--- src/rtl/alu_input_sequencer.sv ---
// Single-button operand sequencer for the board ALU: captures A, B, then opcode, then holds.
// Optional macro DEBOUNCE_EN inserts a per-button debouncer between synchronizer and edge detector.
//
// state | meaning
// S_A   | waiting to capture operand A
// S_B   | waiting to capture operand B
// S_OP  | waiting to capture opcode
// S_RUN | full operand set loaded, ALU result displayed
module alu_input_sequencer #(
  parameter int DATA_LENGTH     = 8,
  parameter int DEBOUNCE_CYCLES = 1000000
) (
  input  logic                   clk,
  input  logic                   reset,
  input  logic [DATA_LENGTH-1:0] switches,
  input  logic                   btn_next,
  input  logic                   btn_clear,
  output logic [DATA_LENGTH-1:0] A,
  output logic [DATA_LENGTH-1:0] B,
  output logic [5:0]             Op_code,
  output logic [1:0]             state,
  output logic                   result_valid
);

  typedef enum logic [1:0] {
    S_A   = 2'b00,
    S_B   = 2'b01,
    S_OP  = 2'b10,
    S_RUN = 2'b11
  } state_e;

  if (DATA_LENGTH < 6) begin : g_bad_width
    $error("alu_input_sequencer: DATA_LENGTH must be at least 6");
  end
  if (DEBOUNCE_CYCLES < 1) begin : g_bad_debounce
    $error("alu_input_sequencer: DEBOUNCE_CYCLES must be at least 1");
  end

  // Bit 0 carries btn_next, bit 1 carries btn_clear through the whole conditioning path.
  logic [1:0] btn_raw;
  logic [1:0] sync1_q, sync2_q;
  logic [1:0] level;
  logic [1:0] prev_q, ev_q, ev_d;

  assign btn_raw = {btn_clear, btn_next};

`ifdef DEBOUNCE_EN
  localparam int CNT_W = $clog2(DEBOUNCE_CYCLES + 1);

  logic [1:0]            filt_q, filt_d;
  logic [1:0][CNT_W-1:0] cnt_q, cnt_d;

  always_comb begin
    filt_d = filt_q;
    cnt_d  = '0;
    for (int i = 0; i < 2; i++) begin
      if (sync2_q[i] != filt_q[i]) begin
        if (cnt_q[i] == CNT_W'(DEBOUNCE_CYCLES - 1)) begin
          filt_d[i] = sync2_q[i];
        end else begin
          cnt_d[i] = cnt_q[i] + 1'b1;
        end
      end
    end
  end

  always_ff @(posedge clk or negedge reset) begin
    if (!reset) begin
      filt_q <= '0;
      cnt_q  <= '0;
    end else begin
      filt_q <= filt_d;
      cnt_q  <= cnt_d;
    end
  end

  assign level = filt_q;
`else
  assign level = sync2_q;
`endif

  assign ev_d = level & ~prev_q;

  always_ff @(posedge clk or negedge reset) begin
    if (!reset) begin
      sync1_q <= '0;
      sync2_q <= '0;
      prev_q  <= '0;
      ev_q    <= '0;
    end else begin
      sync1_q <= btn_raw;
      sync2_q <= sync1_q;
      prev_q  <= level;
      ev_q    <= ev_d;
    end
  end

  logic                   next_ev, clear_ev;
  state_e                 state_q, state_d;
  logic [DATA_LENGTH-1:0] a_q, a_d, b_q, b_d;
  logic [5:0]             op_q, op_d;
  logic                   valid_q, valid_d;

  assign next_ev  = ev_q[0];
  assign clear_ev = ev_q[1];

  always_comb begin
    state_d = state_q;
    a_d     = a_q;
    b_d     = b_q;
    op_d    = op_q;
    valid_d = valid_q;
    if (clear_ev) begin
      state_d = S_A;
      a_d     = '0;
      b_d     = '0;
      op_d    = '0;
      valid_d = 1'b0;
    end else if (next_ev) begin
      unique case (state_q)
        S_A: begin
          a_d     = switches;
          state_d = S_B;
        end
        S_B: begin
          b_d     = switches;
          state_d = S_OP;
        end
        S_OP: begin
          op_d    = switches[5:0];
          valid_d = 1'b1;
          state_d = S_RUN;
        end
        S_RUN: begin
          valid_d = 1'b0;
          state_d = S_A;
        end
        default: state_d = S_A;
      endcase
    end
  end

  always_ff @(posedge clk or negedge reset) begin
    if (!reset) begin
      state_q <= S_A;
      a_q     <= '0;
      b_q     <= '0;
      op_q    <= '0;
      valid_q <= 1'b0;
    end else begin
      state_q <= state_d;
      a_q     <= a_d;
      b_q     <= b_d;
      op_q    <= op_d;
      valid_q <= valid_d;
    end
  end

  assign A            = a_q;
  assign B            = b_q;
  assign Op_code      = op_q;
  assign state        = state_q;
  assign result_valid = valid_q;

endmodule
--- config.mk ---
export PLATFORM = sky130hd
export DESIGN_NAME = alu_input_sequencer
export DESIGN_NICKNAME = d
export VERILOG_FILES = /design/src/rtl/alu_input_sequencer.sv
export SDC_FILE = /design/constraint.sdc
export NUM_CORES = 1
export LEC_CHECK = 0
export CORE_MARGIN = 3
export CORE_UTILIZATION = 45
export DETAILED_ROUTE_END_ITERATION = 8
export GPL_TIMING_DRIVEN = 0
export PLACE_DENSITY = 0.83
export SKIP_CTS_REPAIR_TIMING = 1
export SYNTH_ARGS = -nofsm -noshare
export SYNTH_HDL_FRONTEND = slang
export SYNTH_SLANG_ARGS = --single-unit
--- constraint.sdc ---
create_clock -name clk -period 1.5 [get_ports clk]
set_input_delay 0.3 -clock clk [delete_from_list [all_inputs] [get_ports clk]]
set_output_delay 0.3 -clock clk [all_outputs]
set_load 0.05 [all_outputs]
==> flow_summary.toml <==
[pwr]
pwr_density_cell_mw_per_mm2 = 1180
switchingPower_mw = 0.825
sw_frac_of_total_pct = 36.8
pwr-share-seq_pct = 46.6
p_int_mw = 1.42
ir_worst_vdd_mv = 0.661
clkPwrFrac_pct = 21.1
p_leak_nw = 1.18
p_comb_share_pct = 32.3

[setup_path]
worstSetupPathType = "flip-flop to output port"
cp_max_fo = 2
worstPathRequired_ns = 1.20
crit_chain = "dlymetal6s2s_1"
cp_num_cells = 1
path_buf_inv = 1
cp_slowest_cell = "dlymetal6s2s_1"
end_kind = "output port"
critPathLaunchType = "flip-flop"
rr_worst_depth = 5
cp_top_family = "buffers and inverters"
arrival_ns = 1.14
slowest_delay_ns = 0.44

[finish]
layout-drive-gt1-share_pct = 14.2
final_cell_mix = "32 x dfrtp_1, 30 x nand2b_1, 23 x mux2i_1"
area_growth_pct = 34.7
utilization_pct = 66.0
layout_commonest_cell = "dfrtp_1"
antenna_cells = 0
finalNetCount = 170

[routing]
wire_per_inst_microns = 13.8
first_pass_iters = 3
drt_iter0_drc = 21
route.final.wire_length_microns = 2730
via_count = 933
ant_nets = 0
drc = 0
vias_per_cell = 4.74

[clock_tree]
clock_path_buffers = 2
cts_tree = "done"
cts_made_buffers = 5
h-tree-depth = 2
cts-root-buf = "clkbuf_4"
path_clk_slew_ns = 0.10
cts_num_sinks = 33
insertion_delay_ns = 0.33

[timing]
max_freq_mhz = 696
finalHoldViolations = 0
fin_skew_ns = 0.00810
slew_viol_final = 0
fin_crit_sh_pct = 95.8
finalSetupViolations = 0
min_period_ns = 1.44
hold_ws_ns = 0.354
slew_headroom_pct = 41.9
tightestPinTransition_ns = 0.869

[floorplanning]
rows = 19
core-area_sq_mm = 0.00288
start_util_pct = 49.0
pin_count = 37
die-area_sq_mm = 0.00384
die_h_microns = 62.0
die_w_microns = 62.0

[synth]
yosys_warnings = 0
synthXorXnorAreaFrac_pct = 0
ys_ff_latch = 33
yosysSeqAreaShare_pct = 58.6
synth_top_area_share_pct = 58.6
synthDistinctLibCells = 16
yosys.area_share.simple_pct = 17.1
synth_area_leaders = "dfrtp_1 59%, mux2i_1 16%, nand2b_1 13%, ha_1 3.6%, buf_6 1.6%"
synthAdderAreaFrac_pct = 3.55
synth_top_family_by_area = "simple AND/OR/NAND/NOR gates"
synth_top_area_cell = "dfrtp_1"
avgSynthCellArea_sq_um = 12.8
synth_compound_area_share_pct = 1.42
syn_inst = 110
synthesis.area_sq_mm = 0.00141
synthMuxAreaShare_pct = 16.3
synth_nets = 126

[global_routing]
grt_max_degree = 18
first_global_vias = 934
grt_pass1_wl_microns = 4430
antenna_found_initial = 0
grt.total_usage_pct = 16.5
overflow = 0

[placed_design]
dp_hpwl_microns = 1990
port_buffers = 36
gp_congestion = 0.794

[worst_hold_path]
hold_depth = 0
hold_class = "flip-flop to flip-flop"

[run_status]
status = "completed"

[flow_run]
maxCapViolations = 0
sequential cells by signal, summed over array words and instances, names as in the netlist:
register	flops
result_valid	1
level	2
A	8
sync1_q	2
B	8
prev_q	2
ev_q	2
Op_code	6
state	2
metal layers:
layer / up-vias / routed length (microns) / track usage (%) / share of wire (%)
li1: 444 / - / - / -
met1: 453 / 1240 / 21.6 / 45
met2: 33 / 1260 / 25.4 / 46
met3: 3 / 184 / 6.20 / 6.7
met4: 0 / 44 / 5.45 / 1.6
met5: - / 0 / 0 / 0
worst paths after layout:
| path | startpoint | to | slack, ns |
|---|---|---|---|
| setup / recovery | B[5] | B[5] | 0.06 |
| hold reg to reg | sync1_q[1] | level[1] | 0.35 |
| setup reg to reg | state[0] | A[3] | 0.21 |
| max in group asynchronous | reset | state[0] | 0.47 |
| min in group asynchronous | reset | B[3] | 0.46 |
| hold / removal | sync1_q[1] | level[1] | 0.35 |
worst register-to-register path, cell delays in order (launching register included):
cell and delay, ns:
dfrtp_2 0.45, inv_1 0.09, ha_1 0.19, and2_4 0.15
buf_6 0.13, mux2i_1 0.20
metrics by stage:
stage                     instance area, sq um  setup slack [ns]  power, mW  setup TNS (ns)  cells
final                                     1900            0.0628       2.24               0    197
after floorplan                           1410            0.0177       1.55               0    110
after global placement                    1820            -0.562       1.81          -15.05    188
after detailed placement                  1850           -0.0179       1.83         -0.0179    189
after CTS                                 1900            -0.396       2.31           -8.19    197
after global routing                      1900           -0.0177       2.37         -0.0177    197
synthesized netlist by cell type:
| master | n |
|---|---|
| and2_2 | 1 |
| buf_6 | 2 |
| mux2i_1 | 23 |
| nand2_2 | 1 |
| nor2b_1 | 2 |
| inv_1 | 2 |
| nand2_1 | 2 |
| a21oi_1 | 1 |
| dfrtp_1 | 33 |
| and2_4 | 1 |
| ha_1 | 4 |
| nand2b_1 | 30 |
| a211oi_1 | 1 |
| nor2_1 | 3 |
| clkbuf_1 | 3 |
| o21a_1 | 1 |
layout make-up:
type | instances | area, sq um
fill | 225 | 978
sequential | 33 | 827
multi-input combinational | 70 | 542
timing repair buffer | 37 | 383
tap | 42 | 52.6
clock buffer | 7 | 45.0
buffer | 5 | 33.8
clock inverter | 1 | 7.51
inverter | 2 | 7.51
kinds of logic after synthesis:
logic type,Yosys count
muxes,23
and+or+nand+nor,40
DFF,33
buffers and inverters,7
adders and majority gates,4
AOI/OAI and AO/OA,3
power groups by stage:
stage	combinational (mW)	sequential, mW	clock, mW
5_1_grt	0.772	1.06	0.542
6_report	0.724	1.04	0.472
3_5_place_dp	0.767	1.07	0
2_1_floorplan	0.187	1.37	0
4_1_cts	0.770	1.05	0.493
3_3_place_gp	0.747	1.06	0
Note: power is estimated with default switching activity, not from simulation.
